**src/rtl/uart_tx_prescaled.sv**
```systemverilog
// -----------------------------------------------------------------------------
// uart_tx_prescaled
//
// 8N1 UART transmitter (LSB first) with a built-in baud prescaler. The bit
// period is chosen by a 2-bit code that matches the board's baud display:
//   00 = 100000, 01 = 9600, 10 = 57600, 11 = 115200 baud.
// Divisors are CLK_FREQ/baud (truncated), fixed at elaboration.
//
// Ports:
//   clock         in   system clock, rising edge
//   rst_n         in   asynchronous active-low reset
//   tx_data       in   byte to send, sampled when a frame is accepted
//   tx_start      in   send request, accepted when the transmitter is free
//   baudrate_sel  in   baud code, sampled when a frame is accepted
//   tx_serial     out  serial line, idle high, registered
//   tx_busy       out  high from the accepting edge to the end of the stop bit
//   tx_done       out  one-cycle pulse at the end of each frame
// -----------------------------------------------------------------------------
module uart_tx_prescaled #(
    parameter int CLK_FREQ = 50000000,
    parameter int DIV_W    = 16
) (
    input  logic       clock,
    input  logic       rst_n,
    input  logic [7:0] tx_data,
    input  logic       tx_start,
    input  logic [1:0] baudrate_sel,
    output logic       tx_serial,
    output logic       tx_busy,
    output logic       tx_done
);

    // Last count value of a bit period for each baud code (DIV-1).
    localparam logic [DIV_W-1:0] LAST_00 = DIV_W'(CLK_FREQ / 100000 - 1);
    localparam logic [DIV_W-1:0] LAST_01 = DIV_W'(CLK_FREQ / 9600 - 1);
    localparam logic [DIV_W-1:0] LAST_10 = DIV_W'(CLK_FREQ / 57600 - 1);
    localparam logic [DIV_W-1:0] LAST_11 = DIV_W'(CLK_FREQ / 115200 - 1);

    typedef enum logic [1:0] {
        S_IDLE,
        S_START,
        S_DATA,
        S_STOP
    } state_t;

    state_t           r_state;
    logic [DIV_W-1:0] r_period_cnt;
    logic [2:0]       r_bit_cnt;
    logic [7:0]       r_shift;
    logic [1:0]       r_sel;
    logic             r_tx_serial;
    logic             r_tx_busy;
    logic             r_tx_done;

    logic [DIV_W-1:0] w_div_last;
    logic             w_period_end;
    logic             w_stop_end;
    logic             w_accept;

    always_comb begin
        w_div_last = LAST_00;
        case (r_sel)
            2'b00:   w_div_last = LAST_00;
            2'b01:   w_div_last = LAST_01;
            2'b10:   w_div_last = LAST_10;
            default: w_div_last = LAST_11;
        endcase
    end

    assign w_period_end = (r_period_cnt == w_div_last);
    assign w_stop_end   = (r_state == S_STOP) && w_period_end;

    // The edge that closes the stop bit counts as an idle edge: a request
    // present there starts the next frame at once, so back-to-back frames
    // have no idle gap and their tx_done pulses are exactly one frame apart.
    assign w_accept = tx_start && ((r_state == S_IDLE) || w_stop_end);

    always_ff @(posedge clock or negedge rst_n) begin
        if (!rst_n) begin
            r_state      <= S_IDLE;
            r_period_cnt <= '0;
            r_bit_cnt    <= '0;
            r_shift      <= '0;
            r_sel        <= '0;
            r_tx_serial  <= 1'b1;
            r_tx_busy    <= 1'b0;
            r_tx_done    <= 1'b0;
        end else begin
            r_tx_done <= 1'b0;
            if (w_accept) begin
                r_shift      <= tx_data;
                r_sel        <= baudrate_sel;
                r_tx_serial  <= 1'b0;
                r_tx_busy    <= 1'b1;
                r_bit_cnt    <= '0;
                r_period_cnt <= '0;
                r_state      <= S_START;
                // Chained frame: the previous one still ends here.
                if (w_stop_end) begin
                    r_tx_done <= 1'b1;
                end
            end else begin
                case (r_state)
                    S_IDLE: begin
                        r_tx_serial <= 1'b1;
                    end
                    S_START: begin
                        if (w_period_end) begin
                            r_period_cnt <= '0;
                            r_tx_serial  <= r_shift[0];
                            r_state      <= S_DATA;
                        end else begin
                            r_period_cnt <= r_period_cnt + 1'b1;
                        end
                    end
                    S_DATA: begin
                        if (w_period_end) begin
                            r_period_cnt <= '0;
                            if (r_bit_cnt == 3'd7) begin
                                r_tx_serial <= 1'b1;
                                r_state     <= S_STOP;
                            end else begin
                                // Bit 0 of the register is always on the line.
                                r_shift     <= r_shift >> 1;
                                r_tx_serial <= r_shift[1];
                                r_bit_cnt   <= r_bit_cnt + 1'b1;
                            end
                        end else begin
                            r_period_cnt <= r_period_cnt + 1'b1;
                        end
                    end
                    S_STOP: begin
                        if (w_period_end) begin
                            r_period_cnt <= '0;
                            r_tx_done    <= 1'b1;
                            r_tx_busy    <= 1'b0;
                            r_state      <= S_IDLE;
                        end else begin
                            r_period_cnt <= r_period_cnt + 1'b1;
                        end
                    end
                    default: begin
                        r_state <= S_IDLE;
                    end
                endcase
            end
        end
    end

    assign tx_serial = r_tx_serial;
    assign tx_busy   = r_tx_busy;
    assign tx_done   = r_tx_done;

endmodule
```
**config.mk**
```make
export PLATFORM = sky130hd
export DESIGN_NAME = uart_tx_prescaled
export DESIGN_NICKNAME = d
export VERILOG_FILES = /design/src/rtl/uart_tx_prescaled.sv
export SDC_FILE = /design/constraint.sdc
export NUM_CORES = 1
export LEC_CHECK = 0
export ABC_AREA = 1
export BUFFER_PORTS_ARGS = -buffer_cell sky130_fd_sc_hd__buf_2
export CAP_MARGIN = 10
export CORE_MARGIN = 2
export CORE_UTILIZATION = 46
export CTS_BUF_LIST = sky130_fd_sc_hd__clkbuf_16
export DETAILED_ROUTE_END_ITERATION = 12
export SLEW_MARGIN = 20
export SYNTH_ARGS = -nofsm -noshare
export SYNTH_HDL_FRONTEND = slang
export SYNTH_SLANG_ARGS = --single-unit
```
**constraint.sdc**
```tcl
create_clock -name clock -period 2.07 [get_ports clock]
set_input_delay 0.414 -clock clock [delete_from_list [all_inputs] [get_ports clock]]
set_output_delay 0.414 -clock clock [all_outputs]
set_load 0.02 [all_outputs]
```
==> results of run 1 <==
[per-stage QoR]
| step | hold WS (ns) | setup TNS [ns] | instances | utilization | setup WS (ns) |
|---|---|---|---|---|---|
| final | 0.219 | 0 | 417 | 0.641 | 0.00104 |
| after global routing | 0.297 | -2.31 | 417 | 0.641 | -0.142 |
| after CTS | 0.257 | 0 | 401 | 0.543 | 0.0208 |
| after detailed placement | 0.451 | 0 | 393 | 0.513 | 0.0375 |
| after global placement | 0.449 | 0 | 393 | 0.513 | 0.125 |
| after floorplan | 0.118 | 0 | 312 | - | 0.225 |
[power breakdown]
part | internal, mW | switching (mW) | leakage [nW]
clock | 0.436 | 0.274 | 0.0748
combinational | 0.00849 | 0.0197 | 0.981
sequential | 0.665 | 0 | 0.389
total | 1.11 | 0.293 | 1.44
[flip-flops by register name, summed over array words and instances, names as in the netlist]
register      count
tx_done           1
r_bit_cnt         3
r_state           2
r_sel             2
r_shift           8
r_period_cnt     16
tx_busy           1
tx_serial         1
[critical path, cell delays in order (launching register included)]
cell and delay [ns]:
dfrtp_2 0.43, buf_4 0.15, ha_4 0.15, buf_4 0.15
nand2_1 0.07, nand2_1 0.09, nor2_4 0.16, nand3_4 0.10
nand2_4 0.13, buf_6 0.12, nand2_8 0.07, clkbuf_16 0.16
a31oi_1 0.19
[path summary, 6_finish.rpt]
path	depth (start not counted)	endpoint	from
max	12	r_shift[1]	r_sel[0]
min	1	r_period_cnt[12]	rst_n
max reg2reg	12	r_shift[1]	r_sel[0]
min reg2reg	2	tx_serial	tx_serial
max in group asynchronous	1	r_sel[1]	rst_n
min in group clock	3	r_shift[7]	tx_data[7]
[what timing repair did]
item	4_1_cts	5_1_grt
gates resized for setup	0	67
endpoints found under the setup margin	0	31
buffers inserted	0	11
[layer usage]
layer | up-vias | wire (um) | GRT usage
li1 | 1082 | - | -
met1 | 1031 | 2860 | 0.331
met2 | 104 | 2820 | 0.324
met3 | 15 | 518 | 0.0461
met4 | 0 | 113 | 0.0889
met5 | - | 0 | 0
[cells by family after synthesis]
family                   share of synthesized area
buffers and inverters                       0.0855
adder cells (fa/ha/maj)                     0.0607
XOR/XNOR                                    0.0618
AND/OR/NAND/NOR                              0.332
flip-flops                                   0.376
AO/OA/AOI/OAI                               0.0839
[layout make-up]
| type | count | area (um2) |
|---|---|---|
| Fill cell | 402 | 1690 |
| Multi-Input combinational cell | 235 | 1480 |
| Sequential cell | 34 | 855 |
| Timing Repair Buffer | 38 | 335 |
| Inverter | 35 | 139 |
| Clock buffer | 5 | 125 |
| Tap cell | 67 | 83.8 |
| Clock inverter | 3 | 13.8 |
[cells in the final DEF, fill, tap and decap left out, types with 12 or more instances in the layout]
cell type  Yosys  routed
nand3_1       26      14
buf_4          3      15
inv_1         24      21
xor2_1        14      14
nand3_2        1      12
inv_2         10      13
nand2_1       89      80
dfrtp_1       33      31
nor2_1        29      24
buf_2          2      15
==> out/results.ini, run 1 <==
[layout]
antennaDiodeCount = 0
fin_area_um2 = 3030
layout-drive-gt1-share = 0.306
synthToLayoutAreaGrowth_pct = 33.6
nNetsFinal = 373

[route]
drtAntennaViolNets = 0
drc = 0
finalWirelength_um = 6310
drt_iter0_markers = 313
drtPass1Iterations = 6
wire_per_inst_um = 15.1
vias_per_cell = 5.35
via_count = 2232

[placement]
place_congestion = 0.908
dpl_cell_area_um2 = 2420
hpwl_um = 3980
numPortBuffers = 15

[synth]
synthMostInstantiatedCell = nand2_1
ys_seq_area_frac = 0.376
synth_cells = 312
synth_common_cells = 89 x nand2_1, 33 x dfrtp_1, 29 x nor2_1
synth_top_area_frac = 0.364
syn-cell-area_um2 = 2270
ys_types = 29
synth-async-reset-ratio = 1.00
synth_area_leader_cell = dfrtp_1
ys_ff_latch = 34
yosysWarnings = 0
synth_edf_count = 0
syn_avg_cell_area_um2 = 7.27
synth.area.top_cells = dfrtp_1 36%, nand2_1 15%, ha_1 6.1%
synth-main-ff-cell = dfrtp_1
syn-num-nets = 336

[timing]
hold_violations = 0
setup_viol = 0
clock.fmax_ghz = 0.483
post-route-period-util = 0.999
worst_slew_pin_slew_ns = 0.784
rsz0062_at_grt = true
fin_skew_ns = 0.00506
layout_min_cycle_time_ns = 2.07
slew_viol_final = 0
slew_headroom = 0.477

[clock_tree]
clk_latency_ns = 0.28
cts.sinks = 34
cts_root_buf = clkbuf_16
holdBufCountCts = 0
clockBufferDepth = 2
cts_buffers = 5
htreeDepth = 2
clk_pin_slew_ns = 0.05
cts_tree = done

[floorplanning]
core_um2 = 4720
dieWidth_um = 74.2
initial_core_util = 0.480
rows = 25
die_area_um2 = 5510
die_h_um = 74.2
num_io_pins = 16

[setup_path]
critical_path_required_ns = 2.26
cp_data_arrival_time_ns = 2.26
worst-setup-path-type = reg2reg
worst_setup_path_end_kind = flip-flop
worstSetupStartpointType = flip-flop
cp_max_fo = 8
r2r_slack_ns = 0.001

[global_routing]
gr-total-overflow = 0
grtUsageTotal = 0.225
grt_pass1_vias = 1964
grt_pass1_wl_um = 9390
antenna_found_initial = 0
grt_start_max_net_pins = 35

[status]
status = finished, final reports clean

[power_and_ir_drop]
ir_worst_vdd_mv = 0.325
p_leak_nw = 1.44
powerDensity_nw_per_um2 = 463
power_mw = 1.40

[worst_hold_path]
hold_class = in2async

[run]
cap_violations = 0

(Power assumes the default switching activity.)
==> run 2: changes to the inputs <==
--- a/config.mk
+++ b/config.mk
@@ -12,6 +12,8 @@
 export CORE_UTILIZATION = 46
 export CTS_BUF_LIST = sky130_fd_sc_hd__clkbuf_16
 export DETAILED_ROUTE_END_ITERATION = 12
+export HOLD_SLACK_MARGIN = 0.08
+export SETUP_SLACK_MARGIN = 0.1
 export SLEW_MARGIN = 20
 export SYNTH_ARGS = -nofsm -noshare
 export SYNTH_HDL_FRONTEND = slang
==> run 2 against run 1 <==
  * Via count decreased by 3.6%
  * Sequential share of layout area increased by 1.8 points
  * Worst setup slack improved by 0.061 ns
  * Power decreased by 0.34%
  * Critical path type unchanged
  * Critical endpoint is now r_period_cnt[15]
==> out/results.ini, run 2 (synthesis gave the netlist of run 1 again) <==
[run]
cap_violations = 0

[layout]
regMostFlops = r_period_cnt
synthToLayoutAreaGrowth_pct = 25.5
nFillCells = 425
multi_input_comb_area_um2 = 1320
fin_area_um2 = 2850
layout_commonest_cell = nand2_1
layout-drive-gt1-share = 0.227
top_regs = r_period_cnt: 16 flops, r_shift: 8 flops, r_bit_cnt: 3 flops
antennaDiodeCount = 0
fin_util = 0.602
largest_register_ffs = 16
seqCellArea_um2 = 855
final_cell_mix = 86 x nand2_1, 31 x dfrtp_1, 28 x nor2_1
nNetsFinal = 371

[placement]
hpwl_um = 3980
place_congestion = 0.908
numPortBuffers = 15
dpl_cell_area_um2 = 2420

[timing]
hold_violations = 0
layout_min_cycle_time_ns = 2.01
slew_headroom = 0.485
slew_viol_final = 0
post-route-period-util = 0.970
rsz0062_at_grt = true
setup_viol = 0
worst_slew_pin_slew_ns = 0.773
clock.fmax_ghz = 0.498
setup_tns_ns = 0
fin_skew_ns = 0.00566

[setup_path]
crit_end = r_period_cnt[15]
worstSetupStartpointType = flip-flop
cp_data_arrival_time_ns = 2.22
rr_worst_depth = 12
cp_max_fo = 8
worst_setup_path_end_kind = flip-flop
critical_path_required_ns = 2.28
reg2reg_to = r_period_cnt[15]
r2r_start = r_sel[0]
crit_start = r_sel[0]
worst-setup-path-type = reg2reg
r2r_slack_ns = 0.06

[route]
vias_per_cell = 5.19
drc = 0
via_count = 2152
wire_per_inst_um = 14.1
drt_iter0_markers = 169
drtPass1Iterations = 4
drtAntennaViolNets = 0
finalWirelength_um = 5860

[power_and_ir_drop]
power_frac_clock = 0.506
power_switching_mw = 0.289
powerDensity_nw_per_um2 = 492
p_comb_frac = 0.018
seqPwrFrac = 0.476
sw_frac_of_total = 0.206
p_leak_nw = 1.40
ir_worst_vdd_mv = 0.346
internal_power_mw = 1.11

[floorplanning]
rows = 25
die_area_um2 = 5510
dieWidth_um = 74.2
initial_core_util = 0.480
num_io_pins = 16
core_um2 = 4720
die_h_um = 74.2

[status]
status = finished, final reports clean

[global_routing]
grt_start_max_net_pins = 35
grtUsageTotal = 0.227
gr-total-overflow = 0
grt_pass1_wl_um = 9480
grt_pass1_vias = 1988
antenna_found_initial = 0

[clock_tree]
cts_tree = done
clk_latency_ns = 0.28
clk_pin_slew_ns = 0.05
cts.sinks = 34
htreeDepth = 2
holdBufCountCts = 0
cts_buffers = 5
cts_root_buf = clkbuf_16
clockBufferDepth = 2

[worst_hold_path]
hold_class = in2async

## run 2: power groups by stage
stage	clock, mW	combinational, mW	sequential [mW]
after floorplan	0	0.0000641	0.677
after global placement	0	0.0258	0.677
after detailed placement	0	0.0258	0.677
after CTS	0.728	0.0266	0.665
after global routing	0.756	0.0305	0.665
final	0.707	0.0258	0.665
## run 2: area by class of cell
cell class | instances | area share
Multi-Input combinational cell | 235 | 0.464
Sequential cell | 34 | 0.300
Timing Repair Buffer | 36 | 0.107
Inverter | 35 | 0.0501
Clock buffer | 5 | 0.0440
Tap cell | 67 | 0.0295
Clock inverter | 3 | 0.00484
## run 2: through the flow
step	std cells	hold slack, ns	worst slack, ns	total power, mW
2_1_floorplan	312	0.118	0.225	0.677
3_3_place_gp	393	0.449	0.125	0.703
3_5_place_dp	393	0.451	0.0375	0.703
4_1_cts	402	0.257	0.103	1.42
5_1_grt	415	0.296	-0.0967	1.45
6_report	415	0.214	0.0618	1.40
## run 2: timing repair
item / in CTS / in global routing
buffers inserted: 1 / 9
cloned: 0 / 4
endpoints found under the setup margin: 24 / 32
pin swaps: 1 / 8
resized for setup: 7 / 23
## run 2: metal layers
layer	GRT usage	part of all wire	up-vias
li1	-	-	1083
met1	0.331	0.49	983
met2	0.330	0.43	77
met3	0.0461	0.065	9
met4	0.0889	0.016	0
met5	0	0	-
## run 2: how the worst min path moves through the flow
| stage | end | slack [ns] |
|---|---|---|
| after floorplan | r_bit_cnt[0] | 0.12 |
| after CTS | r_bit_cnt[0] | 0.26 |
| after global placement | tx_serial | 0.45 |
| after global routing | r_period_cnt[9] | 0.30 |
| final | r_period_cnt[12] | 0.21 |
| after detailed placement | tx_serial | 0.45 |
## run 2: worst max-delay path, cell delays in order (launching register included)
cell and delay, ns:
dfrtp_2 0.42, buf_4 0.15, ha_4 0.15, buf_4 0.15, a21oi_1 0.17, nor2_2 0.09, nand3_4 0.10, nand2_4 0.09
nand2_8 0.16, nand2_2 0.06, nor2_1 0.23, nand2_1 0.09, nand2_1 0.07
==> run 3: changes to the inputs <==
--- a/config.mk
+++ b/config.mk
@@ -5,9 +5,9 @@
 export SDC_FILE = /design/constraint.sdc
 export NUM_CORES = 1
 export LEC_CHECK = 0
-export ABC_AREA = 1
 export BUFFER_PORTS_ARGS = -buffer_cell sky130_fd_sc_hd__buf_2
 export CAP_MARGIN = 10
+export CORE_ASPECT_RATIO = 0.7
 export CORE_MARGIN = 2
 export CORE_UTILIZATION = 46
 export CTS_BUF_LIST = sky130_fd_sc_hd__clkbuf_16
==> run 3 against run 2 <==
  * Sequential power barely moved
  * Sequential share of layout area rose by 0.27 points
  * Critical path depth fell by 4
  * Wire length fell by 12%
  * Worst setup slack got worse by 0.18 ns
  * Via count fell by 16%
  * Sequential cell count did not move
  * Cell area fell by 1.2%
  * Core utilization rose by 5.5 points
  * First-iteration DRC count fell by 5.3%
  * The flow now finishes with violations (negative setup slack)
  * Largest power group unchanged
  * Non-clock buffer count rose by 16
  * Critical endpoint is now r_period_cnt[8]
  * Clock skew fell by 0.0010 ns
==> out/results.ini, run 3 <==
[clock_tree]
cts_buffers = 5
cts_root_buf = clkbuf_16
cts_tree = done
htreeDepth = 2
clk_pin_slew_ns = 0.06
clk_latency_ns = 0.28
cts.sinks = 34
clockBufferDepth = 2

[setup_path]
cp_data_arrival_time_ns = 2.40
worstSetupStartpointType = flip-flop
slowest_stage = dfrtp_1
critical_path_required_ns = 2.28
worst_setup_path_end_kind = flip-flop
cp_num_buf_inv = 2
worst-setup-path-type = reg2reg
crit_family = simple AND/OR/NAND/NOR gates
worstPathCellList = buf_6 -> ha_4 -> and2b_2 -> nor4_4 -> a41oi_4 -> buf_6 -> or3_4 -> a21oi_2
cp_max_fo = 6
critPathMostFrequentCell = buf_6
crit_path_max_incr_delay_ns = 0.42

[layout]
synthToLayoutAreaGrowth_pct = 38.9
fin_util = 0.657
antennaDiodeCount = 0
layout_commonest_cell = dfrtp_1
top_regs = r_period_cnt: 16 flops, r_shift: 8 flops, r_bit_cnt: 3 flops
regMostFlops = r_period_cnt
largest_register_ffs = 16
layout-drive-gt1-share = 0.393
nNetsFinal = 293
nFillCells = 340
final_cell_mix = 33 x dfrtp_1, 31 x nand2_1, 27 x buf_4

[global_routing]
grt_pass1_wl_um = 8810
gr-total-overflow = 0
grt_pass1_vias = 1695
grt_start_max_net_pins = 35
grtUsageTotal = 0.231
antenna_found_initial = 0

[status]
status = finished, violations left
violations = negative setup slack

[timing]
slew_headroom = 0.493
fin_ws_ns = -0.122
slew_viol_final = 0
worst_slew_pin_slew_ns = 0.761
post-route-period-util = 1.06
layout_min_cycle_time_ns = 2.19
hold_violations = 0
setup_viol = 23
rsz0062_at_grt = true
clock.fmax_ghz = 0.456
hold_ws_ns = 0.199
fin_skew_ns = 0.00466

[floorplanning]
initial_core_util = 0.473
die_area_um2 = 4960
dieWidth_um = 83.3
num_io_pins = 16
rows = 20
die_h_um = 59.5
core_um2 = 4280

[synth]
synth-async-reset-ratio = 1.00
yosysWarnings = 0
syn_avg_cell_area_um2 = 9.37
synthMostInstantiatedCell = dfrtp_1
ys_seq_area_frac = 0.421
syn-num-nets = 240
synth_area_leader_cell = dfrtp_1
synth_cells = 216
syn-cell-area_um2 = 2020
synth_top_area_frac = 0.408
synth_common_cells = 33 x dfrtp_1, 31 x nand2_1, 18 x o21ai_0
synth.area.top_cells = dfrtp_1 41%, ha_1 6.8%, nand2_1 5.7%
ys_types = 48
ys_ff_latch = 34
synth-main-ff-cell = dfrtp_1
synth_edf_count = 0

[route]
drc = 0
drtPass1Iterations = 4
drtAntennaViolNets = 0
via_count = 1811
drt_iter0_markers = 160
vias_per_cell = 5.57
finalWirelength_um = 5190
wire_per_inst_um = 16.0

[power_and_ir_drop]
ir_worst_vdd_mv = 0.448
p_leak_nw = 1.20
powerDensity_nw_per_um2 = 596

[placement]
place_ws_ns = -0.145
numPortBuffers = 15
hpwl_um = 3280
place_congestion = 0.797

[worst_hold_path]
hold_class = in2async

[run]
cap_violations = 0

-- run 3: cell types whose count changed after synthesis, moves of 6 or more --
cell / change
nand2_1: -58
nand3_1: -19
or4_1: +6
nor3_1: -9
xor2_1: -9
o21ai_1: -14
o21ai_0: +14
inv_1: -17
nor2_1: -18
mux2i_1: +9
inv_2: -10
-- run 3: cell families after synthesis --
kind of cell	share of synthesized area
flip-flops	0.421
XOR/XNOR	0.0303
adder cells (fa/ha/maj)	0.0680
AO/OA/AOI/OAI	0.153
AND/OR/NAND/NOR	0.253
buffers and inverters	0.0309
multiplexers	0.0445
-- run 3: area by class of cell --
| cell class | instances | area (um2) | area share |
|---|---|---|---|
| inverter | 7 | 26.3 | 0.00935 |
| clock buffer | 5 | 125 | 0.0445 |
| multi-input combinational | 169 | 1280 | 0.457 |
| tap | 55 | 68.8 | 0.0245 |
| timing repair buffer | 52 | 387 | 0.138 |
| clock inverter | 3 | 68.8 | 0.0245 |
| sequential | 34 | 852 | 0.303 |
-- run 3: final timing paths --
path | endpoint | from | cells past startpoint | slack, ns
max | r_period_cnt[8] | r_sel[0] | 8 | -0.12
max reg2reg | r_period_cnt[8] | r_sel[0] | 8 | -0.12
min in group clock | r_shift[7] | tx_data[7] | 3 | 0.32
min | r_period_cnt[10] | rst_n | 1 | 0.20
min reg2reg | tx_serial | tx_serial | 2 | 0.48
max in group asynchronous | tx_busy | rst_n | 1 | 1.37
-- run 3: what timing repair did --
| action | CTS | global route |
|---|---|---|
| setup endpoints to repair | 25 | 32 |
| gates cloned | 2 | 0 |
| setup buffers | 7 | 0 |
| pin swaps | 10 | 10 |
| hold buffers | 0 | 0 |
| resized for setup | 37 | 11 |
-- run 3: metrics by stage --
step | std cells | total power, mW | TNS, ns | instance area, um2
6_report | 325 | 1.67 | -1.23 | 2810
5_1_grt | 325 | 1.72 | -3.62 | 2810
3_3_place_gp | 309 | 0.702 | -0.646 | 2370
3_5_place_dp | 309 | 0.702 | -0.984 | 2370
4_1_cts | 326 | 1.69 | -0.574 | 2770
2_1_floorplan | 216 | 0.677 | -0.120 | 2040
-- run 3: report_power, final --
group | internal, mW | leakage (nW) | switching, mW
logic | 0.00803 | 0.759 | 0.0158
clock network | 0.692 | 0.0940 | 0.294
registers | 0.665 | 0.352 | 0
total | 1.36 | 1.20 | 0.310
-- run 3: worst reg2reg max path, stage by stage (launching register included) --
cell	delay, ns
dfrtp_1	0.42
buf_6	0.14
ha_4	0.17
and2b_2	0.21
nor4_4	0.32
a41oi_4	0.22
buf_6	0.19
or3_4	0.33
a21oi_2	0.13
-- run 3: metal layers --
layer	global-route usage	vias up	share of wire
met3	0.0529	13	0.049
met2	0.324	48	0.40
met1	0.353	866	0.53
met4	0.0703	0	0.019
li1	-	884	-
met5	0	-	0
